===== src/rtl/iomem_pkg.sv =====
// ----------------------------------------------------------------------------
// iomem_pkg
// Shared types for the iomem bus-master engine: bus widths, the initiator FSM
// state encoding and the packed command record carried through the command
// FIFO. Imported by iomem_cmd_fifo and iomem_initiator.
// ----------------------------------------------------------------------------
package iomem_pkg;

    localparam int IOMEM_AW = 32;
    localparam int IOMEM_DW = 32;
    localparam int IOMEM_SW = 4;

    typedef enum logic [1:0] {
        ST_IDLE = 2'd0,
        ST_BUS  = 2'd1,
        ST_RESP = 2'd2
    } iomem_state_e;

    // 68-bit command record; wstrb == 0 marks a read.
    typedef struct packed {
        logic [IOMEM_AW-1:0] addr;
        logic [IOMEM_DW-1:0] wdata;
        logic [IOMEM_SW-1:0] wstrb;
    } iomem_cmd_t;

endpackage


===== src/rtl/iomem_cmd_fifo.sv =====
// ----------------------------------------------------------------------------
// iomem_cmd_fifo
// Synchronous FIFO of iomem_cmd_t entries, FIFO_DEPTH deep (power of two).
// The head entry comes straight out of the register array, so it carries no
// combinational path from the push side.
//
// Ports:
//   clk, resetn     clock, asynchronous active-low reset
//   push, push_data write one entry (ignored while full)
//   pop             retire the head entry (ignored while empty)
//   head            current head entry, meaningful while !empty
//   full, empty     occupancy flags, derived from registered pointers only
// ----------------------------------------------------------------------------
module iomem_cmd_fifo
    import iomem_pkg::*;
#(
    parameter int FIFO_DEPTH = 4
) (
    input  logic       clk,
    input  logic       resetn,
    input  logic       push,
    input  iomem_cmd_t push_data,
    input  logic       pop,
    output iomem_cmd_t head,
    output logic       full,
    output logic       empty
);

    localparam int PW = $clog2(FIFO_DEPTH);

    // Pointers carry one extra wrap bit so full and empty are distinguishable
    // when the index bits match.
    logic [PW:0] wr_ptr_q, wr_ptr_d;
    logic [PW:0] rd_ptr_q, rd_ptr_d;
    iomem_cmd_t  mem_q [FIFO_DEPTH];
    iomem_cmd_t  mem_d [FIFO_DEPTH];

    assign empty = (wr_ptr_q == rd_ptr_q);
    assign full  = (wr_ptr_q[PW] != rd_ptr_q[PW]) &&
                   (wr_ptr_q[PW-1:0] == rd_ptr_q[PW-1:0]);
    assign head  = mem_q[rd_ptr_q[PW-1:0]];

    always_comb begin
        wr_ptr_d = wr_ptr_q;
        rd_ptr_d = rd_ptr_q;
        mem_d    = mem_q;
        if (push && !full) begin
            mem_d[wr_ptr_q[PW-1:0]] = push_data;
            wr_ptr_d = wr_ptr_q + (PW+1)'(1);
        end
        if (pop && !empty) begin
            rd_ptr_d = rd_ptr_q + (PW+1)'(1);
        end
    end

    always_ff @(posedge clk or negedge resetn) begin
        if (!resetn) begin
            wr_ptr_q <= '0;
            rd_ptr_q <= '0;
            mem_q    <= '{default: '0};
        end else begin
            wr_ptr_q <= wr_ptr_d;
            rd_ptr_q <= rd_ptr_d;
            mem_q    <= mem_d;
        end
    end

endmodule


===== src/rtl/iomem_initiator.sv =====
// ----------------------------------------------------------------------------
// iomem_initiator
// Bus-master engine for the PicoSoC iomem valid/ready bus. Commands are
// buffered in iomem_cmd_fifo, issued one at a time as an iomem transaction,
// and answered on a valid/ready response port.
//
// Ports:
//   clk, resetn                         clock, asynchronous active-low reset
//   cmd_valid/cmd_ready                 command handshake (ready = FIFO not full)
//   cmd_addr/cmd_wdata/cmd_wstrb        command payload, wstrb 0 = read
//   rsp_valid/rsp_ready                 response handshake
//   rsp_rdata/rsp_err                   read data (0 for writes/errors), timeout flag
//   iomem_valid/ready/wstrb/addr/wdata/rdata   iomem initiator side
//   busy                                FSM not idle or commands queued
//
// Build option: define IOMEM_INITIATOR_TIMEOUT_EN to abort a bus request that
// sees no iomem_ready for TIMEOUT_CYCLES cycles (rsp_err=1). Without it the
// bus waits indefinitely and rsp_err is constant 0.
// ----------------------------------------------------------------------------
module iomem_initiator
    import iomem_pkg::*;
#(
    parameter int FIFO_DEPTH     = 4,
    parameter int TIMEOUT_CYCLES = 255
) (
    input  logic        clk,
    input  logic        resetn,
    input  logic        cmd_valid,
    output logic        cmd_ready,
    input  logic [31:0] cmd_addr,
    input  logic [31:0] cmd_wdata,
    input  logic [3:0]  cmd_wstrb,
    output logic        rsp_valid,
    input  logic        rsp_ready,
    output logic [31:0] rsp_rdata,
    output logic        rsp_err,
    output logic        iomem_valid,
    input  logic        iomem_ready,
    output logic [3:0]  iomem_wstrb,
    output logic [31:0] iomem_addr,
    output logic [31:0] iomem_wdata,
    input  logic [31:0] iomem_rdata,
    output logic        busy
);

    if (FIFO_DEPTH < 2 || FIFO_DEPTH > 16 || (FIFO_DEPTH & (FIFO_DEPTH - 1)) != 0) begin : g_bad_depth
        $error("iomem_initiator: FIFO_DEPTH must be a power of two in 2..16");
    end
    if (TIMEOUT_CYCLES < 1 || TIMEOUT_CYCLES > 65535) begin : g_bad_timeout
        $error("iomem_initiator: TIMEOUT_CYCLES must be in 1..65535");
    end

    iomem_state_e state_q, state_d;
    logic         iomem_valid_q, iomem_valid_d;
    logic [31:0]  iomem_addr_q, iomem_addr_d;
    logic [31:0]  iomem_wdata_q, iomem_wdata_d;
    logic [3:0]   iomem_wstrb_q, iomem_wstrb_d;
    logic         rsp_valid_q, rsp_valid_d;
    logic [31:0]  rsp_rdata_q, rsp_rdata_d;
    // Holds cmd_ready low through reset and lets it rise on the first edge after.
    logic         rdy_en_q;

    logic         fifo_push, fifo_pop, fifo_full, fifo_empty;
    iomem_cmd_t   fifo_in, fifo_head;

    assign cmd_ready = rdy_en_q && !fifo_full;
    assign fifo_push = cmd_valid && cmd_ready;
    assign fifo_in   = '{addr: cmd_addr, wdata: cmd_wdata, wstrb: cmd_wstrb};

    iomem_cmd_fifo #(.FIFO_DEPTH(FIFO_DEPTH)) u_fifo (
        .clk       (clk),
        .resetn    (resetn),
        .push      (fifo_push),
        .push_data (fifo_in),
        .pop       (fifo_pop),
        .head      (fifo_head),
        .full      (fifo_full),
        .empty     (fifo_empty)
    );

`ifdef IOMEM_INITIATOR_TIMEOUT_EN
    logic [15:0] tmo_cnt_q, tmo_cnt_d;
    logic        rsp_err_q, rsp_err_d;
    logic        tmo_hit;
    // The counter holds the stall cycles already completed; +1 includes the
    // current cycle, so the abort lands at the end of the TIMEOUT_CYCLES-th
    // BUS cycle and a ready in that same cycle still wins.
    assign tmo_hit = (({1'b0, tmo_cnt_q} + 17'd1) == 17'(TIMEOUT_CYCLES));
    assign rsp_err = rsp_err_q;
`else
    assign rsp_err = 1'b0;
`endif

    always_comb begin
        state_d       = state_q;
        iomem_valid_d = iomem_valid_q;
        iomem_addr_d  = iomem_addr_q;
        iomem_wdata_d = iomem_wdata_q;
        iomem_wstrb_d = iomem_wstrb_q;
        rsp_valid_d   = rsp_valid_q;
        rsp_rdata_d   = rsp_rdata_q;
        fifo_pop      = 1'b0;
`ifdef IOMEM_INITIATOR_TIMEOUT_EN
        tmo_cnt_d     = tmo_cnt_q;
        rsp_err_d     = rsp_err_q;
`endif
        case (state_q)
            ST_IDLE: begin
                if (!fifo_empty) begin
                    fifo_pop      = 1'b1;
                    iomem_addr_d  = fifo_head.addr;
                    iomem_wdata_d = fifo_head.wdata;
                    iomem_wstrb_d = fifo_head.wstrb;
                    iomem_valid_d = 1'b1;
                    state_d       = ST_BUS;
`ifdef IOMEM_INITIATOR_TIMEOUT_EN
                    tmo_cnt_d     = '0;
`endif
                end
            end
            ST_BUS: begin
                if (iomem_ready) begin
                    iomem_valid_d = 1'b0;
                    rsp_valid_d   = 1'b1;
                    rsp_rdata_d   = (iomem_wstrb_q == 4'b0000) ? iomem_rdata : 32'h0;
                    state_d       = ST_RESP;
`ifdef IOMEM_INITIATOR_TIMEOUT_EN
                    rsp_err_d     = 1'b0;
                end else if (tmo_hit) begin
                    iomem_valid_d = 1'b0;
                    rsp_valid_d   = 1'b1;
                    rsp_rdata_d   = 32'h0;
                    rsp_err_d     = 1'b1;
                    state_d       = ST_RESP;
                end else begin
                    tmo_cnt_d     = tmo_cnt_q + 16'd1;
`endif
                end
            end
            ST_RESP: begin
                if (rsp_ready) begin
                    rsp_valid_d = 1'b0;
                    state_d     = ST_IDLE;
                end
            end
            default: state_d = ST_IDLE;
        endcase
    end

    always_ff @(posedge clk or negedge resetn) begin
        if (!resetn) begin
            state_q       <= ST_IDLE;
            iomem_valid_q <= 1'b0;
            iomem_addr_q  <= '0;
            iomem_wdata_q <= '0;
            iomem_wstrb_q <= '0;
            rsp_valid_q   <= 1'b0;
            rsp_rdata_q   <= '0;
            rdy_en_q      <= 1'b0;
`ifdef IOMEM_INITIATOR_TIMEOUT_EN
            tmo_cnt_q     <= '0;
            rsp_err_q     <= 1'b0;
`endif
        end else begin
            state_q       <= state_d;
            iomem_valid_q <= iomem_valid_d;
            iomem_addr_q  <= iomem_addr_d;
            iomem_wdata_q <= iomem_wdata_d;
            iomem_wstrb_q <= iomem_wstrb_d;
            rsp_valid_q   <= rsp_valid_d;
            rsp_rdata_q   <= rsp_rdata_d;
            rdy_en_q      <= 1'b1;
`ifdef IOMEM_INITIATOR_TIMEOUT_EN
            tmo_cnt_q     <= tmo_cnt_d;
            rsp_err_q     <= rsp_err_d;
`endif
        end
    end

    assign iomem_valid = iomem_valid_q;
    assign iomem_addr  = iomem_addr_q;
    assign iomem_wdata = iomem_wdata_q;
    assign iomem_wstrb = iomem_wstrb_q;
    assign rsp_valid   = rsp_valid_q;
    assign rsp_rdata   = rsp_rdata_q;
    assign busy        = (state_q != ST_IDLE) || !fifo_empty;

endmodule

===== config.mk =====
export PLATFORM = sky130hd
export DESIGN_NAME = iomem_initiator
export DESIGN_NICKNAME = d
export VERILOG_FILES = /design/src/rtl/iomem_pkg.sv /design/src/rtl/iomem_cmd_fifo.sv /design/src/rtl/iomem_initiator.sv
export SDC_FILE = /design/constraint.sdc
export NUM_CORES = 1
export LEC_CHECK = 0
export BUFFER_PORTS_ARGS = -buffer_cell sky130_fd_sc_hd__buf_2
export CAP_MARGIN = 25
export CORE_MARGIN = 3
export CORE_UTILIZATION = 55
export CTS_CLUSTER_SIZE = 12
export DETAILED_ROUTE_END_ITERATION = 6
export GPL_TIMING_DRIVEN = 0
export HOLD_SLACK_MARGIN = 0.08
export PLACE_DENSITY = 0.83
export SLEW_MARGIN = 20
export SYNTH_ARGS = -nofsm -noshare
export SYNTH_HDL_FRONTEND = slang
export SYNTH_SLANG_ARGS = --single-unit

===== constraint.sdc =====
create_clock -name clk -period 6.4 [get_ports clk]
set_input_delay 1.6 -clock clk [delete_from_list [all_inputs] [get_ports clk]]
set_output_delay 1.6 -clock clk [all_outputs]
set_load 0.03 [all_outputs]

==> results.ini, run 1 <==
[power]
power_density_nw_per_um2=575.6
peakVddDrop_mv=0.2917
power_mw=10.93
p_leak_nw=8.649

[drt]
drc=0
vias=9022
avgViaCountPerCell=5.674
wl_per_cell_um=20.88
drtIter0Drc=469
ant_nets=0
wirelength_um=33200
firstDrtPassIters=4

[cts]
cts_inserted_buffers=41
clk_pin_slew_ns=0.05
clock-sinks=383
root_buffer=clkbuf_16
cts_tree=done
cts.path.max_buffers=3
cts_setup_buffers=0
ctsHtreeMaxLevel=2
holdBufCountCts=0
cts_resized=0
clock_latency_ns=0.52

[setup_path]
critical_path.startpoint=u_fifo.rd_ptr_q[0]
worst_ep_required_time_ns=4.80
worst_setup_path_start_kind=register
critPathArrivalTime_ns=2.04
r2r-start=u_fifo.rd_ptr_q[1]
critical_path_class=reg -> out
ff2ff_setup_slack_ns=3.92
cp_max_fo=10
end_kind=output pin
rr_worst_depth=5
worstReg2RegEnd=iomem_addr[3]
worstSetupEndpoint=cmd_ready

[synthesis]
yosysUniqueCellTypes=31
avgSynthCellArea_um2=17.27
synth.cell_area_um2=16030
yosysWarnings=0
ys_ff_latch=383
postSynthCellCount=928
synth_fp_nets=1038
synth.yosys.seq_area_share_pct=59.80

[finish]
drive_above_1_share_pct=54.46
layout_common_cells=383 x dfrtp_1, 272 x mux2_2, 229 x buf_2
fin_nets=1294
final_common_cell=dfrtp_1
design_area_um2=18990
syn2layout_area_growth_pct=18.46

[timing]
post-route-min-period_ns=3.642
slew_headroom_pct=37.79
rsz0062_at_grt=no
period_share_pct=56.90
tightest_slew_ns=0.9331
max_freq_mhz=274.6
finalSetupViolations=0
slew_viol_final=0
final.setup_skew_ns=0.01114
hold_viol=0

[die]
coreArea_um2=28240
die_w_um=176.7
die_h_um=176.7
rows=61
dieArea_um2=31220
initial_core_util_pct=56.75
pin_count=210

[global_routing]
grt_pass1_vias=9839
grt_remaining_overflow=0
grt_max_degree=104
grt_pass1_wl_um=53500
grt.total_usage_pct=21.84
antenna_found_initial=6

[min_path]
min_path_type=reg -> reg

[placed_design]
hpwlAfterDp_um=23080
dpl_cell_area_um2=17660
io_buffers=208
place_congestion=0.7341

[status]
run_status=finished, final reports clean

[job]
cap_violations=0

## cells in the mapped netlist (all sizes together)
cell	instances	area (µm²)
a22o	32	280.3
ha	5	62.56
nand3b	1	7.510
o311ai	5	113.9
buf	45	297.8
inv	3	11.26
mux4	68	1531
nand2	3	11.26
o21ai	2	10.01
conb	2	7.510
o31a	3	26.28
xor2	4	72.57
and2	1	6.260
or4	1	7.510
a21oi	1	5.000
mux2	342	3851
a211oi	1	7.510
nor4	1	6.260
clkbuf	16	60.06
nor3	1	5.000
a21o	1	7.510
dfrtp	383	9584
nor2	3	11.26
xnor2	4	42.55
## power by group
part	internal (mW)	switching, mW	leakage, nW
clock	1.37	0.893	0.634
sequential	3.65	0.618	4.67
combinational	2.26	2.14	3.35
## flip-flops by register name (all words and copies together) (netlist names)
name and flops:
iomem_addr 32, iomem_valid 1, iomem_wdata 32, iomem_wstrb 4, rdy_en_q 1, rsp_rdata 32, rsp_valid 1, state_q 2
u_fifo.mem_q 272, u_fifo.rd_ptr_q 3, u_fifo.wr_ptr_q 3
## final cells by class
class | count | area (µm²)
plain buffers | 61 | 357.8
inverters | 3 | 11.26
fillers | 1973 | 9254
flip-flops and latches | 383 | 9584
clock inverters | 6 | 63.81
diodes | 2 | 5.005
clock buffers | 63 | 1241
multi-input cells | 481 | 6073
repair buffers | 213 | 1176
well taps | 378 | 473.0
## metal layers
metal	GRT usage, %	routed length, µm	vias to the layer above	part of all wire (%)
li1	-	-	3988	-
met1	29.17	14140	4760	43
met2	37.15	16620	214	50
met3	4.805	1925	50	5.8
met4	5.106	446	10	1.3
met5	0	60	-	0.18
## cells by family after synthesis
group | after synthesis | synth area share, %
AOI/OAI and AO/OA | 45 | 2.811
xor gates and xnor gates | 8 | 0.7183
adders and majority gates | 5 | 0.3904
buffers and inverters | 64 | 2.303
DFF | 383 | 59.80
muxes | 410 | 33.59
other | 2 | 0.04686
and+or+nand+nor | 11 | 0.3436
## per-stage QoR
step | worst slack (ns) | cells | utilization, % | hold WS (ns) | setup TNS (ns)
after floorplan | 3.395 | 928 | - | 0.4559 | 0
after global placement | -3.505 | 1514 | 62.11 | 0.4675 | -1330.67
after detailed placement | 3.021 | 1518 | 62.54 | 0.4755 | 0
after CTS | 2.734 | 1587 | 67.16 | 0.4916 | 0
after global routing | 2.654 | 1589 | 67.22 | 0.5030 | 0
final | 2.758 | 1590 | 67.23 | 0.4876 | 0
## how the worst min path moves through the flow
stage	from	endpoint	slack, ns	cells after the start
2_1_floorplan	state_q[1]	state_q[0]	0.46	1
3_3_place_gp	iomem_valid	iomem_valid	0.47	1
3_5_place_dp	u_fifo.mem_q[102]	u_fifo.mem_q[102]	0.48	1
4_1_cts	u_fifo.mem_q[94]	u_fifo.mem_q[94]	0.49	1
5_1_grt	u_fifo.mem_q[93]	u_fifo.mem_q[93]	0.50	1
6_report	u_fifo.mem_q[59]	u_fifo.mem_q[59]	0.49	1
## critical path, cell delays in order (launching register included)
cell	delay (ns)
dfrtp_1	0.34
buf_2	0.26
xor2_4	0.44
o31a_1	0.26
buf_2	0.22
(Power assumes the default switching activity.)
==> inputs of run 2 (changes only) <==
--- a/config.mk
+++ b/config.mk
@@ -5,15 +5,16 @@
 export SDC_FILE = /design/constraint.sdc
 export NUM_CORES = 1
 export LEC_CHECK = 0
+export ABC_AREA = 1
 export BUFFER_PORTS_ARGS = -buffer_cell sky130_fd_sc_hd__buf_2
 export CAP_MARGIN = 25
 export CORE_MARGIN = 3
-export CORE_UTILIZATION = 55
+export CORE_UTILIZATION = 52
 export CTS_CLUSTER_SIZE = 12
 export DETAILED_ROUTE_END_ITERATION = 6
 export GPL_TIMING_DRIVEN = 0
 export HOLD_SLACK_MARGIN = 0.08
-export PLACE_DENSITY = 0.83
+export PLACE_DENSITY = 0.82
 export SLEW_MARGIN = 20
 export SYNTH_ARGS = -nofsm -noshare
 export SYNTH_HDL_FRONTEND = slang
==> constraint.sdc (replaced) <==
create_clock -name clk -period 3.1 [get_ports clk]
set_input_delay 0.775 -clock clk [delete_from_list [all_inputs] [get_ports clk]]
set_output_delay 0.775 -clock clk [all_outputs]
set_load 0.03 [all_outputs]
==> run 2 against run 1 <==
  * Clock skew rose by 0.0017 ns
  * First-iteration DRC count rose to 3.4 times the previous value
  * Synthesized cell count is 130% higher
  * Critical path type unchanged
  * Critical endpoint is now busy
  * Largest power group unchanged
  * Highest routed layer unchanged
==> results.ini, run 2 <==
[global_routing]
grt.total_usage_pct=28.21
grt_max_degree=93
antenna_found_initial=13
grt_pass1_vias=14960
grt_remaining_overflow=0
grt_pass1_wl_um=76910

[drt]
ant_nets=0
wl_per_cell_um=17.17
drtIter0Drc=1618
wirelength_um=47740
vias=15230
drc=0
avgViaCountPerCell=5.478
firstDrtPassIters=6

[synthesis]
postSynthCellCount=2101
yosys-top-cells-count=1105 x nand2_1, 383 x dfrtp_1, 206 x nor2_1, 158 x o21ai_0, 58 x clkbuf_1
synth.yosys.seq_area_share_pct=57.88
synth.cell_area_um2=16560
ys_ff_latch=383
synth.top_cell.area_share_pct=57.88
yosysUniqueCellTypes=23
avgSynthCellArea_um2=7.882
synth_area_leader_cell=dfrtp_1
synth_fp_nets=2211
synth_edf_count=0
synth_flop_cell=dfrtp_1
synth_most_common_cell=nand2_1
synth_async_sr_flop_share_pct=100.0
yosysWarnings=0
synth_area_leaders=dfrtp_1 58%, nand2_1 25%, o21ai_0 4.8%, nor2_1 4.7%, buf_2 1.5%

[die]
die_h_um=184.5
die_w_um=184.5
rows=64
dieArea_um2=34020
coreArea_um2=30990
pin_count=210
initial_core_util_pct=53.44

[finish]
final_common_cell=nand2_1
fin_nets=2466
design_area_um2=19470
post-route-util_pct=62.81
largest_register_ffs=272
top_register=u_fifo.mem_q
syn2layout_area_growth_pct=17.55
drive_above_1_share_pct=14.08
final_cells=2780
layout_common_cells=1105 x nand2_1, 383 x dfrtp_1, 257 x buf_2
fill_cells=2611

[setup_path]
critPathArrivalTime_ns=1.99
path_cells=inv_1, nand2_1, nand2_1, nand4_1, nand3b_1, buf_2
crit_buf_inv=2
path_delay_family=simple AND/OR/NAND/NOR gates
ff2ff_setup_slack_ns=0.85
critPathMaxStageDelay_ns=0.41
end_kind=output pin
critical_path_class=reg -> out
worst_path_max_delay_cell=dfrtp_1
path_common_cell=nand2_1
worst_setup_path_start_kind=register
rr_worst_depth=9
r2r-start=u_fifo.wr_ptr_q[0]
cp.depth=6
worstSetupEndpoint=busy
worstReg2RegEnd=iomem_wdata[1]
cp_max_fo=4
critical_path.startpoint=u_fifo.wr_ptr_q[0]
worst_ep_required_time_ns=2.32

[power]
peakVddDrop_mv=0.5686
p_leak_nw=10.70
power_mw=22.32
power_density_nw_per_um2=1147

[placed_design]
preCtsSetupSlack_ns=0.7253
dpl_cell_area_um2=18230
io_buffers=208
place_congestion=0.8818
dpl.cell_count=2710
hpwlAfterDp_um=32500

[timing]
tightest_slew_ns=0.6724
slew_viol_final=0
rsz0062_at_grt=no
slew_headroom_pct=55.17
max_freq_mhz=362.3
final.setup_skew_ns=0.01284
period_share_pct=89.04
setup_ws_ns=0.3398
finalSetupViolations=0
post-route-min-period_ns=2.760
hold_viol=0

[cts]
clock_latency_ns=0.53
holdBufCountCts=0
cts.path.max_buffers=3
clk_pin_slew_ns=0.06
cts_resized=0
cts_setup_buffers=0
cts_tree=done
ctsHtreeMaxLevel=2
clock-sinks=383
root_buffer=clkbuf_16
cts_inserted_buffers=40

[status]
run_status=finished, final reports clean

[min_path]
min_path_type=in -> async

[job]
cap_violations=0

## run 2: cell types whose count changed in the layout (fill, tap and decap cells not counted), sizes merged, moves of 42 or more
cell	before	now
clkbuf	79	121
mux2	342	0
mux4	68	0
nand2	3	1105
nor2	3	210
o21ai	2	206
## run 2: how the worst min path moves through the flow
stage | slack [ns] | endpoint | cells after the start
3_3_place_gp | 0.45 | rsp_valid | 2
3_5_place_dp | 0.46 | u_fifo.mem_q[129] | 2
5_1_grt | 0.25 | iomem_wdata[11] | 1
2_1_floorplan | 0.44 | u_fifo.mem_q[100] | 2
6_report | 0.22 | iomem_wdata[10] | 1
4_1_cts | 0.23 | iomem_wdata[10] | 1
## run 2: cell type report
class | instances | area (µm²) | area share (%)
Sequential cell | 383 | 9584 | 49.24
Multi-Input combinational cell | 1576 | 6341 | 32.57
Timing Repair Buffer | 213 | 1169 | 6.003
Tap cell | 396 | 495.5 | 2.545
Inverter | 15 | 56.30 | 0.2892
Clock buffer | 63 | 1189 | 6.106
Clock inverter | 2 | 35.03 | 0.1800
Antenna cell | 5 | 12.51 | 0.06428
Buffer | 127 | 584.3 | 3.002
## run 2: where the power goes
group	internal [mW]	switching, mW
clock	2.69	1.86
combinational	2.84	6.46
sequential	7.23	1.23
total	12.8	9.56
## run 2: logic make-up after synthesis
logic type	after synthesis	share of synthesized area [%]
adders and majority gates	5	0.3778
DFF	383	57.88
AOI/OAI and AO/OA	208	6.317
other	2	0.04535
xor gates and xnor gates	4	0.2116
buffers and inverters	142	3.869
and+or+nand+nor	1357	31.30
## run 2: routing by layer
layer	vias to the layer above	global-route usage (%)	part of all wire [%]
li1	7008	-	-
met3	145	6.079	9.1
met4	16	12.70	4.3
met2	772	45.84	46
met1	7288	36.62	40
met5	-	0	0.18
## run 2: metrics by stage
stage,hold slack (ns),setup TNS [ns]
2_1_floorplan,0.4436,0
3_3_place_gp,0.4514,-2304.81
3_5_place_dp,0.4596,0
4_1_cts,0.2303,0
5_1_grt,0.2504,0
6_report,0.2204,0
## run 2: worst register-to-register path: cells and delay by family (launching register included)
family,cells,cell delay [ns]
AND/OR/NAND/NOR,6,0.90
flip-flops,1,0.39
buffers and inverters,3,0.89
==> inputs of run 3 (changes only) <==
--- a/config.mk
+++ b/config.mk
@@ -14,7 +14,9 @@
 export DETAILED_ROUTE_END_ITERATION = 6
 export GPL_TIMING_DRIVEN = 0
 export HOLD_SLACK_MARGIN = 0.08
+export MAX_ROUTING_LAYER = met4
 export PLACE_DENSITY = 0.82
+export SETUP_SLACK_MARGIN = 0.5
 export SLEW_MARGIN = 20
 export SYNTH_ARGS = -nofsm -noshare
 export SYNTH_HDL_FRONTEND = slang
==> constraint.sdc (replaced) <==
create_clock -name clk -period 2.48 [get_ports clk]
set_input_delay 0.62 -clock clk [delete_from_list [all_inputs] [get_ports clk]]
set_output_delay 0.62 -clock clk [all_outputs]
set_load 0.03 [all_outputs]
==> run 3 against run 2 <==
  * The run now ends with DRC, setup timing left
  * Utilization up 5.7 points
  * Final cell count rose by 3.1%
  * Die area did not move
  * Cell area rose by 9.1%
  * Via count grew 11%
  * Non-clock buffer count grew 80
  * Hold slack got worse by 0.12 ns
  * Clock power rose by 27%
  * Critical endpoint unchanged
==> results.ini, run 3 (synthesis results as in run 2) <==
[status]
run_status=finished, violations left
violations=DRC, setup timing

[power]
power_mw=30.41
p_int_mw=16.95
clockPowerShare_pct=19.1
peakVddDrop_mv=0.7025
power_frac_comb_pct=45.3
switching_share_pct=44.26
switchingPower_mw=13.46
power_density_nw_per_um2=1431
power.share.sequential_pct=35.6
p_leak_nw=11.52

[finish]
fill_cells=2144
final_cells=2865
fin_nets=2546
multi_input_area_um2=6689
post-route-util_pct=68.56
regArea_um2=9585
final_common_cell=nand2_1
syn2layout_area_growth_pct=28.30
top_register=u_fifo.mem_q
drive_above_1_share_pct=21.88
largest_register_ffs=272
layout_common_cells=1018 x nand2_1, 382 x dfrtp_1, 219 x buf_2

[global_routing]
grt_max_degree=93
antenna_found_initial=10
grt.total_usage_pct=29.40
grt_pass1_vias=15050
grt_pass1_wl_um=77590
grt_remaining_overflow=0

[drt]
drc=7
drtIter0Drc=2671
wirelength_um=58920
wl_per_cell_um=20.56
firstDrtPassIters=7
avgViaCountPerCell=5.898
ant_nets=0
vias=16900

[die]
pin_count=210
die_h_um=184.5
coreArea_um2=30990
die_w_um=184.5
initial_core_util_pct=53.44
rows=64
dieArea_um2=34020

[timing]
period_share_pct=104.9
slew_headroom_pct=57.03
tns_ns=-0.1225
slew_viol_final=0
rsz0062_at_grt=yes
max_freq_mhz=384.2
post-route-min-period_ns=2.603
hold_viol=0
setup_ws_ns=-0.1225
tightest_slew_ns=0.6445
finalSetupViolations=1
final.setup_skew_ns=0.01862

[cts]
clock-sinks=383
cts_tree=done
cts.path.max_buffers=3
ctsHtreeMaxLevel=2
clock_latency_ns=0.54
clk_pin_slew_ns=0.06
cts_inserted_buffers=40
root_buffer=clkbuf_16

[placed_design]
preCtsSetupSlack_ns=0.2603
hpwlAfterDp_um=32500
place_congestion=0.8964
dpl.cell_count=2710
io_buffers=208

[setup_path]
worst_setup_path_start_kind=register
critical_path_class=reg -> out
cp_max_fo=4
worst_ep_required_time_ns=1.86
end_kind=output pin
critPathArrivalTime_ns=1.98

[min_path]
min_path_type=in -> async

[job]
cap_violations=0

-- run 3: routing by layer --
layer | GRT usage (%) | vias to the layer above | wire length (µm)
li1 | - | 7187 | -
met1 | 37.16 | 7831 | 20420
met2 | 46.44 | 1455 | 26420
met3 | 5.901 | 424 | 7660
met4 | 12.67 | 0 | 4418
met5 | - | - | 0
-- run 3: critical path, stage by stage, from the launching register on --
cell,delay (ns)
dfrtp_1,0.43
inv_2,0.09
nand2_2,0.12
nand2_2,0.13
nand4_1,0.20
nand3b_1,0.30
buf_6,0.18
-- run 3: area by class of cell --
class	instances	area share, %
Inverter	15	0.2768
Antenna cell	10	0.1178
Clock inverter	2	0.1649
Clock buffer	63	5.594
Buffer	127	4.717
Multi-Input combinational cell	1576	31.48
Tap cell	396	2.332
Timing Repair Buffer	293	10.20
Sequential cell	383	45.12
-- run 3: path summary, 6_finish.rpt --
path	startpoint	endpoint	slack, ns	cells after the start
worst max-delay path	u_fifo.wr_ptr_q[0]	busy	-0.12	6
max in group asynchronous	resetn	u_fifo.mem_q[198]	1.22	4
worst min-delay path	resetn	rsp_rdata[3]	0.10	2
min in group clk	iomem_ready	state_q[0]	0.28	2
worst min register to register	u_fifo.mem_q[151]	u_fifo.mem_q[151]	0.47	2
worst max register to register	u_fifo.wr_ptr_q[0]	u_fifo.mem_q[175]	0.16	13
-- run 3: power by group through the flow --
| stage | clock network (mW) | logic, mW | registers (mW) |
|---|---|---|---|
| after global routing | 6.08 | 15.0 | 11.0 |
| after global placement | 0 | 11.0 | 10.5 |
| final | 5.80 | 13.8 | 10.8 |
| after detailed placement | 0 | 11.4 | 10.6 |
| after CTS | 5.74 | 11.8 | 10.5 |
| after floorplan | 0 | 6.64 | 11.5 |
-- run 3: repair_timing --
action,4_1_cts,5_1_grt
gates resized for setup,27,322
hold buffers,3,0
pin swaps,4,29
endpoints found under the setup margin,141,303
setup buffers,11,48
cloned,0,18
hold endpoints to repair,25,0
-- run 3: stage by stage --
stage	hold slack, ns	area (µm²)
6_report	0.1046	21250
3_3_place_gp	0.4514	18100
5_1_grt	0.1195	21250
2_1_floorplan	0.3244	16560
3_5_place_dp	0.4596	18230
4_1_cts	0.1091	19680
